### src/rtl/caesar_inverse.sv
// caesar_inverse: return-path inverse of the rotor substitution lookup.
// Scans the captured 26-entry wiring table one entry per clock. It reports
// the first index whose entry equals the captured character, with the rotor
// offset removed, as (k - offset) mod 26.
module caesar_inverse #(
    parameter int N_ENTRY = 26,
    parameter int ENTRY_W = 8
) (
    input  logic                       clk,
    input  logic                       rst,
    input  logic                       start,
    input  logic [N_ENTRY*ENTRY_W-1:0] table_in,
    input  logic [ENTRY_W-1:0]         char_in,
    input  logic [5:0]                 offset,
    output logic                       busy,
    output logic                       done,
    output logic                       found,
    output logic [4:0]                 idx_out
);

    typedef enum logic [1:0] {IDLE, SCAN, FIN} state_t;

    state_t r_state;
    state_t w_next;

    // Entry 0 is the most significant byte of table_in, so a [0:N-1] packed
    // view lets entry k be addressed directly as r_tbl[k].
    logic [0:N_ENTRY-1][ENTRY_W-1:0] r_tbl;
    logic [ENTRY_W-1:0]              r_char;
    logic [4:0]                      r_off;
    logic [4:0]                      r_k;
    logic                            r_bad;
    logic                            r_found;
    logic [4:0]                      r_idx;

    logic       w_accept;
    logic       w_hit;
    logic       w_last;
    logic [5:0] w_off_red;
    logic [5:0] w_diff;
    logic [5:0] w_idx;

    assign w_accept  = (r_state == IDLE) && start;
    assign w_off_red = (offset >= 6'd26) ? (offset - 6'd26) : offset;
    assign w_hit     = !r_bad && (r_tbl[r_k] == r_char);
    assign w_last    = (r_k == 5'(N_ENTRY - 1));
    // Index minus offset. A negative result shows up as bit 5 set, and adding
    // 26 brings it back into 0..25.
    assign w_diff    = {1'b0, r_k} - {1'b0, r_off};
    assign w_idx     = w_diff[5] ? (w_diff + 6'd26) : w_diff;

    // State register
    always_ff @(posedge clk) begin
        if (rst) r_state <= IDLE;
        else     r_state <= w_next;
    end

    // Next-state logic. An illegal offset still passes through SCAN for one
    // cycle. No compare happens there, and the dwell keeps its done pulse
    // in cycle 2.
    always_comb begin
        w_next = r_state;
        case (r_state)
            IDLE:    if (start) w_next = SCAN;
            SCAN:    if (r_bad || w_hit || w_last) w_next = FIN;
            FIN:     w_next = IDLE;
            default: w_next = IDLE;
        endcase
    end

    // Request capture, scan counter and result latch
    always_ff @(posedge clk) begin
        if (rst) begin
            r_tbl   <= '0;
            r_char  <= '0;
            r_off   <= '0;
            r_k     <= '0;
            r_bad   <= 1'b0;
            r_found <= 1'b0;
            r_idx   <= 5'h1F;
        end else if (w_accept) begin
            r_tbl  <= table_in;
            r_char <= char_in;
            r_off  <= w_off_red[4:0];
            r_k    <= '0;
            r_bad  <= (offset >= 6'd52);
            if (offset >= 6'd52) begin
                r_found <= 1'b0;
                r_idx   <= 5'h1F;
            end
        end else if (r_state == SCAN) begin
            if (w_hit) begin
                r_found <= 1'b1;
                r_idx   <= w_idx[4:0];
            end else if (r_bad || w_last) begin
                r_found <= 1'b0;
                r_idx   <= 5'h1F;
            end else begin
                r_k <= r_k + 5'd1;
            end
        end
    end

    assign busy    = (r_state == SCAN);
    assign done    = (r_state == FIN);
    assign found   = r_found;
    assign idx_out = r_idx;

endmodule

### config.mk
export PLATFORM = sky130hd
export DESIGN_NAME = caesar_inverse
export DESIGN_NICKNAME = d
export VERILOG_FILES = /design/src/rtl/caesar_inverse.sv
export SDC_FILE = /design/constraint.sdc
export NUM_CORES = 1
export LEC_CHECK = 0
export BUFFER_PORTS_ARGS = -buffer_cell sky130_fd_sc_hd__buf_2
export CAP_MARGIN = 40
export CORE_UTILIZATION = 45
export CTS_CLUSTER_SIZE = 25
export DETAILED_ROUTE_END_ITERATION = 8
export GPL_ROUTABILITY_DRIVEN = 0
export PLACE_DENSITY_LB_ADDON = 0.2
export SKIP_LAST_GASP = 1
export SYNTH_ARGS = -nofsm -noshare
export SYNTH_HDL_FRONTEND = slang
export SYNTH_SLANG_ARGS = --single-unit
### constraint.sdc
create_clock -name clk -period 4.3 [get_ports clk]
set_input_delay 0.645 -clock clk [delete_from_list [all_inputs] [get_ports clk]]
set_output_delay 0.645 -clock clk [all_outputs]
set_load 0.01 [all_outputs]
## Word level (Yosys, flattened, before mapping)

Cells that the tools add are included.

- $mul: 0
- Add/subtract/negate cells: 4
- Bitwise operators: 3
- Divide/modulo/power cells: 0
- Order comparisons: 3
- Reduce and logical (&&, ||, !) cells: 13
- Multiplexer cells: 18
- Shift-type cells: 0
- Eq/ne operators: 7

Operator list:

| operator | count |
|---|---|
| binary-select mux 8 bit (select 5 bit) | 1 |
| 2-to-1 mux 5 bit | 7 |
| 2-to-1 mux 8 bit | 2 |
| >= comparator 6 bit (second input constant) | 2 |
| == test 8 bit | 1 |
| >= comparator 6 x 5 -> 1 bit (second input constant) | 1 |
| NOT 5 -> 6 bit | 1 |
| AND reduction 3 bit | 2 |
| subtractor 5 x 5 -> 6 bit | 1 |
| adder 5 x 1 -> 5 bit (second input constant) | 1 |
| adder 5 bit (second input constant) | 1 |
| == test 5 bit (second input constant) | 1 |
| 2-to-1 mux 1 bit | 5 |
| subtractor 5 bit (second input constant) | 1 |
| 2-to-1 mux 2 bit | 2 |
| != test 2 x 1 -> 1 bit (second input constant) | 2 |
| case mux 2 bit (2 select lines) | 1 |
| logical OR 1 bit | 3 |
| nonzero test 3 bit | 1 |
| == test 2 x 1 -> 1 bit (second input constant) | 1 |
| == test 2 bit (second input constant) | 1 |
| logical AND 1 bit | 2 |
| logical NOT 2 bit | 1 |
| != test 2 bit (second input constant) | 1 |
| 5 further kinds | 6 |

- ROM bits: 0
- Output and inout port bits: 8
- Memories: 0
- Input bits: 225
- Bits in latches: 0
- Memory bits (writable): 0
- Flip-flop bits (word level): 235
- Word-level logic and storage cells: 81

## Logic depth before layout (Yosys ltp)

Gate-level depths: netlist (run 1).

- Depth after elaboration: 10
- Gate-level depth with buffers: 13
- Gate-level depth less buffers: 10

## Worst setup path before layout (run 1)

No wires, ideal clock.

- Path type: register -> register
- From: register r_k[1]
- To: register r_k[2]
- Data arrival time: 2698 ps
- Buffers on the path: 2
- Stages on the path, launching flop included: 11
- Setup time: 116 ps
- Required time: 4184 ps
- Clock period less this slack: 2815 ps
- Slack: 1485 ps
- Cells stage by stage: dfxtp_1 > buf_4 > buf_2 > mux4_2 > a221oi_1 > a211oi_2 > xnor2_1 > nand4_1 > o21ai_2 > nor2_1 > a31o_2

- Longest elaborated chain between the ends: 8
- Elaborated cells on any way between the ends: 12
- Those cells by class: add/sub (1); eq/ne (2); mux (3); bitwise (3); reduce/logical (3)

RTL lines:

| element | line | source |
|---|---|---|
| start, declared | 31 | `logic [4:0] r_k;` |
| start signal, assigned | 99 | `r_k <= r_k + 5'd1;` |
| NOT 5 -> 6 bit (not written as such) | 45 | `assign w_hit = !r_bad && (r_tbl[r_k] == r_char);` |
| binary-select mux 8 bit (select 5 bit) | 45 |  |
| 2-to-1 mux 8 bit (not written as such) (2 in series) | 45 |  |
| == test 8 bit | 45 |  |
| logical AND 1 bit | 45 |  |
| NOT 1 bit (no line) | - |  |
| AND reduction 3 bit (no line) | - |  |

Several ways; a longest one is shown, not always the timed one. The select of a mux whose other input is x is not followed.
A chain may end at the register's enable or synchronous reset.

## Worst setup path in the final report (run 1)

- From: register r_k[1]
- To: register r_idx[1] (netlist: idx_out[1])

- Longest elaborated chain between the ends: 9
- Elaborated cells on any way between the ends: 16
- Those cells by class: add/sub (2); eq/ne (2); mux (7); bitwise (1); reduce/logical (4)

RTL lines:

| element | line | source |
|---|---|---|
| parallel branches: the longest is 9 deep, another holds subtractor 5 x 5 -> 6 bit | - |  |
| end signal, assigned | 94 | `r_idx <= w_idx[4:0];` |
| end, declared | 34 | `logic [4:0] r_idx;` |

Parallel ways; which one is timed is not known. The select of a mux whose other input is x is not followed.

==> results of run 1 <==
Yosys cell counts, drive strengths merged, types with 2 or more instances:
cell       n  area share (%)
dfxtp    235              46
a22o       2            0.17
a21oi    231              11
nand2    456              17
buf       25             1.3
nor2      17            0.62
a2bb2oi    4            0.34
nor3b      2            0.15
o22ai     11            0.67
or4        3            0.22
inv       18            0.66
or3        4            0.24
clkbuf    72             2.6
a211oi     8            0.80
nand3      3            0.15
nor3       4            0.19
o21ai     13            0.67
a32oi      2            0.17
nand3b     2            0.15
nor4       2            0.12
xor2       7            0.60
mux4      34             7.5
o221ai     3            0.26
ha        10             1.2
a21o       3            0.22
xnor2      9            0.77
nand4      2            0.12
mux2i     43             4.2
nand2b     3            0.18
nor2b      4            0.24
stage by stage:
stage / cells / setup WS, ns / instance area [um2]
5_1_grt: 1720 / 0.370 / 12300
3_3_place_gp: 1675 / 0.712 / 11500
3_5_place_dp: 1677 / 0.701 / 11500
4_1_cts: 1720 / 0.677 / 12300
6_report: 1720 / 0.648 / 12300
2_1_floorplan: 1251 / 1.49 / 10300
power breakdown:
group	leakage (nW)	internal (mW)	switching (mW)
registers	1.93	2.35	0.125
logic	2.61	0.385	0.525
clock network	0.372	1.20	0.830
critical path, cell delays in order, from the launching register on:
cell and delay, ns:
dfxtp_4 0.84, buf_4 0.42, mux2i_1 0.29, o22ai_1 0.11, or4_1 0.46, o21ai_0 0.22
xor2_1 0.17, nand4_1 0.17, nor2_1 0.46, nand2_1 0.18, a2bb2oi_1 0.18
cell type report:
class	count	area, um2	area share [%]
clock buffer	40	722	5.87
tap	280	350	2.85
inverter	18	67.6	0.549
clock inverter	3	40.0	0.325
timing repair buffer	243	1310	10.6
sequential	235	4710	38.3
multi-input combinational	901	5100	41.5
registers in the layout, indices dropped and copies added (netlist names):
| signal | count |
|---|---|
| r_tbl | 208 |
| r_char | 8 |
| idx_out | 5 |
| r_k | 5 |
| r_off | 5 |
| r_state | 2 |
| found | 1 |
| r_bad | 1 |
cell families after synthesis:
kind of cell,Yosys count
AND/OR/NAND/NOR,505
AO/OA/AOI/OAI,291
buffers and inverters,115
XOR/XNOR,16
adder cells (fa/ha/maj),11
multiplexers,78
flip-flops,235
how the worst min path moves through the flow:
stage	from	slack [ns]	endpoint
finish	table_in[48]	0.36	r_tbl[48]
global route	table_in[9]	0.37	r_tbl[9]
CTS	table_in[24]	0.35	r_tbl[24]
detailed placement	r_tbl[42]	0.44	r_tbl[42]
global placement	r_tbl[44]	0.44	r_tbl[44]
floorplan	r_off[1]	0.43	r_off[1]
routing by layer:
layer  wire [um]  global-route usage, %
met1       13800                   35.7
met2       12900                   38.2
met3        1750                   3.06
met4         589                   6.54
met5           0                      0
==> results.cfg, run 1 <==
[grt]
grt_usage_pct = 24.5
grt_max_degree = 122
grt_pass1_vias = 8604
grt_first_pass_wirelength_um = 45600
antenna_found_initial = 0
grt_overflow = 0

[cells_and_area]
nFillCells = 2110
num_antenna_cells = 0
mostFrequentLayoutCells = nand2_1, dfxtp_1, a21oi_1, buf_2, mux2i_1
final_util_pct = 55.7
layout-drive-gt1-share_pct = 22.5
final_nets = 1660
final_common_cell = nand2_1
syn2layout_area_growth_pct = 19.8

[clock_network]
cts_num_sinks = 235
post_cts_buffers = 0
cts.clk_slew.worst_paths_ns = 0.06
cts_buffers = 25
cts_tree = done
insertion_delay_ns = 0.51
cts_buffer_depth = 3
hold_buffers = 0
post_cts_resized = 0
htree_levels = 1
clock-root-buffer = clkbuf_16

[synthesis]
synth_edf_count = 0
syn_nets = 1487
synthAdderAreaFrac_pct = 1.41
seq_area_frac_synth_pct = 45.8
synth_area_um2 = 10300
synth.mux.area_fraction_pct = 11.8
ys_ff_latch = 235
synthFlopType = dfxtp_1
synth.distinct_cells = 56
async_flop_share_pct = 0
synth_top_family_by_area = simple AND/OR/NAND/NOR gates
synth_cells = 1251
synth_simple_gate_area_share_pct = 19.3
synth_area_per_cell_um2 = 8.21
synth_xor_area_share_pct = 1.36
yosys_warnings = 0
synth_compound_area_share_pct = 15.8

[critical_path]
ff2ff_path_depth = 10
end_kind = flop
regToRegEndpoint = idx_out[1]
start_kind = flop
reg2reg_from = r_k[1]
critPathMaxFanout = 40
worstSetupEndpoint = idx_out[1]
cp.required_ns = 4.68
arrival_ns = 4.03
crit_path_start = r_k[1]
critical_path_class = flop to flop
r2r_slack_ns = 0.65

[hold_path]
hp-class = primary input to flop
hold_depth = 3

[floorplan]
initial_core_util_pct = 46.5
dieArea_um2 = 23400
io_pins = 233
rows = 54
die_w_um = 153
core_um2 = 22100
die_h_um = 153

[routing]
drt_wl_total_um = 29000
wl_per_cell_um = 16.9
vias = 9154
routed_via_density = 5.32
remaining_drc_errors = 0
dr.pass1.iters = 7
ant_nets = 0
drt_iter0_drc = 693

[placed_design]
hpwlAfterDp_um = 20700
port_buffers = 232

[pwr]
ir_worst_vdd_v = 0.000321
power_mw = 5.41
pwr_density_cell_nw_per_um2 = 440
p_leak_nw = 4.91

[sta]
fin_crit_sh_pct = 84.9
setup_viol = 0
fmax_mhz = 274
worst_slew_pin_slew_ns = 0.907
setup_tns_ns = 0
hold_violations = 0
drv_slew = 0
hold-worst-slack_ns = 0.365
period_needed_ns = 3.65
maxSlewHeadroom_pct = 39.6
rsz0062_at_grt = no
clock_skew_ns = 0.00816

[run]
maxCapViolations = 0

[run_status]
run_status = completed
No activity file was read; power rests on OpenSTA's default activity.
==> inputs of run 2 (changes only) <==
==> constraint.sdc (replaced) <==
create_clock -name clk -period 3.4 [get_ports clk]
set_input_delay 0.51 -clock clk [delete_from_list [all_inputs] [get_ports clk]]
set_output_delay 0.51 -clock clk [all_outputs]
set_load 0.01 [all_outputs]
==> run 2 against run 1 <==
Count of clock-buffer cells in the layout decreased by 5; worst setup slack got worse by 0.49 ns; sequential share of layout area shrank 0.36 points; sequential power up 27%; sequential cell count is the same.
==> results.cfg, run 2 (synthesized netlist as in run 1, its figures left out) <==
[critical_path]
slowest_stage = dfxtp_4
start_kind = flop
critPathMaxStageDelay_ns = 0.66
arrival_ns = 3.65
regToRegEndpoint = r_k[2]
cp.depth = 10
r2r_slack_ns = 0.15
critPathMaxFanout = 26
cp.required_ns = 3.81
ff2ff_path_depth = 10
end_kind = flop
path_cells = buf_4 -> mux4_2 -> a2bb2oi_1 -> a21oi_1 -> a311oi_2 -> xnor2_1 -> nand4_1 -> o21ai_2 -> nor2_1 -> a31o_2
critPathTopFamily = compound AO/OA/AOI/OAI gates
critical_path_class = flop to flop
reg2reg_from = r_k[1]
cp_num_buf_inv = 1

[routing]
routed_via_density = 5.36
remaining_drc_errors = 0
drt_iter0_drc = 826
vias = 9279
drt_wl_total_um = 29500
dr.pass1.iters = 7
wl_per_cell_um = 17.1
ant_nets = 0

[cells_and_area]
mostFrequentLayoutCells = nand2_1, dfxtp_1, a21oi_1, buf_2, mux2i_1
syn2layout_area_growth_pct = 20.9
nFillCells = 2076
final_util_pct = 56.2
finalInstanceArea_um2 = 12400
final_nets = 1668
largest_reg_flops = 208
regMostFlops = r_tbl
num_antenna_cells = 0
multi_input_area_um2 = 5110
reg_top3 = r_tbl x208, r_char x8
layout-drive-gt1-share_pct = 23.7
final_common_cell = nand2_1
regArea_um2 = 4710

[clock_network]
cts_tree = done
clock-root-buffer = clkbuf_16
cts_buffer_depth = 3
cts_buffers = 24
htree_levels = 1
cts.clk_slew.worst_paths_ns = 0.06
insertion_delay_ns = 0.52
hold_buffers = 0
cts_num_sinks = 235

[placed_design]
pre_cts_ws_ns = 0.162
hpwlAfterDp_um = 21300
place_area_um2 = 11600
port_buffers = 232

[floorplan]
die_w_um = 153
die_h_um = 153
rows = 54
io_pins = 233
initial_core_util_pct = 46.5
core_um2 = 22100
dieArea_um2 = 23400

[sta]
fin_ws_ns = 0.155
fmax_mhz = 308
worst_slew_pin_slew_ns = 0.743
rsz0062_at_grt = yes
fin_crit_sh_pct = 95.4
period_needed_ns = 3.25
hold_violations = 0
setup_viol = 0
hold-worst-slack_ns = 0.226
clock_skew_ns = 0.0102
maxSlewHeadroom_pct = 50.5
drv_slew = 0

[run]
maxCapViolations = 0

[pwr]
pwr_density_cell_nw_per_um2 = 566
p_leak_nw = 5.00
ir_worst_vdd_v = 0.000412
power_mw = 7.03

[hold_path]
min_to = r_tbl[80]
hold_depth = 3
hp-class = primary input to flop
hold_start = table_in[80]

[run_status]
run_status = completed

[grt]
grt_pass1_vias = 8732
grt_usage_pct = 24.9
grt_max_degree = 126
antenna_found_initial = 0
grt_first_pass_wirelength_um = 46300
grt_overflow = 0
## run 2: worst min-delay path: cells and delay by family
kind | cells | cell delay [ns]
AO/OA/AOI/OAI | 1 | 0.05
buffers and inverters | 1 | 0.09
AND/OR/NAND/NOR | 1 | 0.04
## run 2: worst max path at each step
stage                      start         end  slack, ns
final                     r_k[1]      r_k[2]       0.15
after floorplan           r_k[1]      r_k[2]       0.59
after global placement    r_k[1]  idx_out[4]       0.23
after CTS                 r_k[1]  idx_out[1]       0.15
after detailed placement  r_k[1]  idx_out[1]       0.16
after global routing      r_k[1]       found      -0.03
## run 2: what timing repair did
item,in CTS,in global routing
setup buffers,0,0
setup endpoints to repair,0,4
resized for setup,0,1
## run 2: cell type report
cell class | count | area share, %
Clock buffer | 35 | 5.90
Clock inverter | 9 | 0.776
Inverter | 18 | 0.544
Multi-Input combinational cell | 901 | 41.1
Sequential cell | 235 | 37.9
Tap cell | 280 | 2.82
Timing Repair Buffer | 252 | 10.9
## run 2: report_power, final
part	internal (mW)	switching [mW]	leakage [nW]	total (mW)
combinational	0.490	0.668	2.65	1.16
sequential	2.97	0.168	1.93	3.14
clock	1.65	1.08	0.418	2.73
## run 2: through the flow
step                      setup TNS, ns  cells
final                                 0   1730
after global routing            -0.0518   1730
after CTS                             0   1730
after detailed placement              0   1686
after global placement                0   1686
after floorplan                       0   1251
## run 2: routing by layer
metal | GRT usage [%] | wire, um | vias to the layer above
met4 | 7.46 | 747 | 0
met3 | 3.37 | 1820 | 48
met1 | 35.3 | 13700 | 4348
met5 | 0 | 0 | -
met2 | 39.4 | 13200 | 297
li1 | - | - | 4586
==> inputs of run 3 (changes only) <==
--- a/config.mk
+++ b/config.mk
@@ -7,7 +7,7 @@
 export LEC_CHECK = 0
 export BUFFER_PORTS_ARGS = -buffer_cell sky130_fd_sc_hd__buf_2
 export CAP_MARGIN = 40
-export CORE_UTILIZATION = 45
+export CORE_UTILIZATION = 35
 export CTS_CLUSTER_SIZE = 25
 export DETAILED_ROUTE_END_ITERATION = 8
 export GPL_ROUTABILITY_DRIVEN = 0
==> run 3 against run 2 <==
Sequential cell count stayed put; highest routed layer unchanged; clock power is 2% higher; non-clock buffer count is 4 lower; fmax is 4.6% higher; worst setup slack better by 0.14 ns; critical path type unchanged; clock skew is 0.0057 ns higher; wire length is 9.4% higher.
==> results.cfg, run 3 (synthesized netlist as in run 1, its figures left out) <==
[run_status]
run_status = completed

[placed_design]
dp_cells = 1786
port_buffers = 232
hpwlAfterDp_um = 23800
pre_cts_ws_ns = 0.369

[critical_path]
path_cells = buf_4 -> mux4_2 -> a2bb2oi_1 -> a21oi_1 -> a311oi_2 -> xnor2_1 -> nand4_1 -> o21ai_2 -> nor2_1 -> a31o_2
arrival_ns = 3.52
critical_path_class = flop to flop
slowest_stage = dfxtp_2
start_kind = flop
end_kind = flop
critPathMaxStageDelay_ns = 0.75
critPathMaxFanout = 25
cp.required_ns = 3.82

[routing]
drt-met1-wl_um = 15500
wl_per_cell_um = 17.7
wl_met2_um = 14300
routed_via_density = 5.04
dr.pass1.iters = 5
top_layer = met4
vias = 9207
met3WireLength_um = 1900
ant_nets = 0
drt_iter0_drc = 822
remaining_drc_errors = 0
drt_wl_total_um = 32300

[sta]
fin_ws_ns = 0.296
period_needed_ns = 3.10
setup_tns_ns = 0
fmax_mhz = 322
clock_skew_ns = 0.0159
hold-worst-slack_ns = 0.207
worst_slew_pin_slew_ns = 0.753
fin_crit_sh_pct = 91.3
maxSlewHeadroom_pct = 49.8
setup_viol = 0
hold_violations = 0
drv_slew = 0
rsz0062_at_grt = no

[clock_network]
cts_tree = done
post_cts_resized = 0
cts_buffers = 26
insertion_delay_ns = 0.54
cts.clk_slew.worst_paths_ns = 0.06
clock-root-buffer = clkbuf_16
cts_num_sinks = 235
post_cts_buffers = 0
htree_levels = 1
hold_buffers = 0
cts_buffer_depth = 3

[grt]
grt_usage_pct = 21.1
grt_first_pass_wirelength_um = 49400
antenna_found_initial = 0
grt_overflow = 0
grt_max_degree = 136
grt_pass1_vias = 8931

[cells_and_area]
final_nets = 1666
num_antenna_cells = 0
largest_reg_flops = 208
reg_top3 = r_tbl x208, r_char x8
syn2layout_area_growth_pct = 22.5
finalNonFillerCells = 1827
layout-drive-gt1-share_pct = 23.1
final_common_cell = nand2_1
regMostFlops = r_tbl
mostFrequentLayoutCells = nand2_1, dfxtp_1, a21oi_1, buf_2, mux2i_1

[run]
maxCapViolations = 0

[floorplan]
io_pins = 233
die_h_um = 173
core_um2 = 28800
die_w_um = 173
dieArea_um2 = 30000
rows = 62
initial_core_util_pct = 35.7

[hold_path]
hp-class = primary input to flop

[pwr]
pwr_density_cell_nw_per_um2 = 566
p_leak_nw = 4.99
ir_worst_vdd_v = 0.000338
run 3: power breakdown:
group	leakage, nW	switching, mW	internal, mW
registers	1.93	0.153	2.97
clock network	0.409	1.11	1.67
logic	2.65	0.711	0.504
run 3: layout make-up:
class / instances / area [um2]
timing repair buffer: 248 / 1390
clock inverter: 4 / 81.3
clock buffer: 37 / 752
multi-input combinational: 901 / 5100
tap: 384 / 480
fill: 2938 / 16200
inverter: 18 / 67.6
sequential: 235 / 4710
run 3: worst paths after layout:
kind / start / endpoint / slack, ns / depth (start not counted)
hold reg to reg: r_tbl[43] / r_tbl[43] / 0.45 / 2
setup reg to reg: r_k[2] / r_k[2] / 0.30 / 10
hold / removal: table_in[14] / r_tbl[14] / 0.21 / 3
setup / recovery: r_k[2] / r_k[2] / 0.30 / 10
run 3: worst max-delay path: cells and delay by family (launching register included):
kind | cells | cell delay, ns
AOI/OAI and AO/OA | 5 | 0.99
DFF | 1 | 0.75
and+or+nand+nor | 2 | 0.35
buffers and inverters | 1 | 0.32
muxes | 1 | 0.31
xor gates and xnor gates | 1 | 0.26
run 3: stage by stage:
| step | utilization (%) | power (mW) | instance area (um2) |
|---|---|---|---|
| final | 43.7 | 7.12 | 12600 |
| after global routing | 43.7 | 7.44 | 12600 |
| after CTS | 43.7 | 7.18 | 12600 |
| after detailed placement | 40.8 | 4.40 | 11800 |
| after global placement | 40.8 | 4.39 | 11800 |
| after floorplan | - | 3.93 | 10300 |
run 3: routing by layer:
metal  vias up  GRT usage, %
li1       4574             -
met1      4349          30.3
met2       249          32.9
met3        35          3.55
met4         0          4.90
met5         -             0
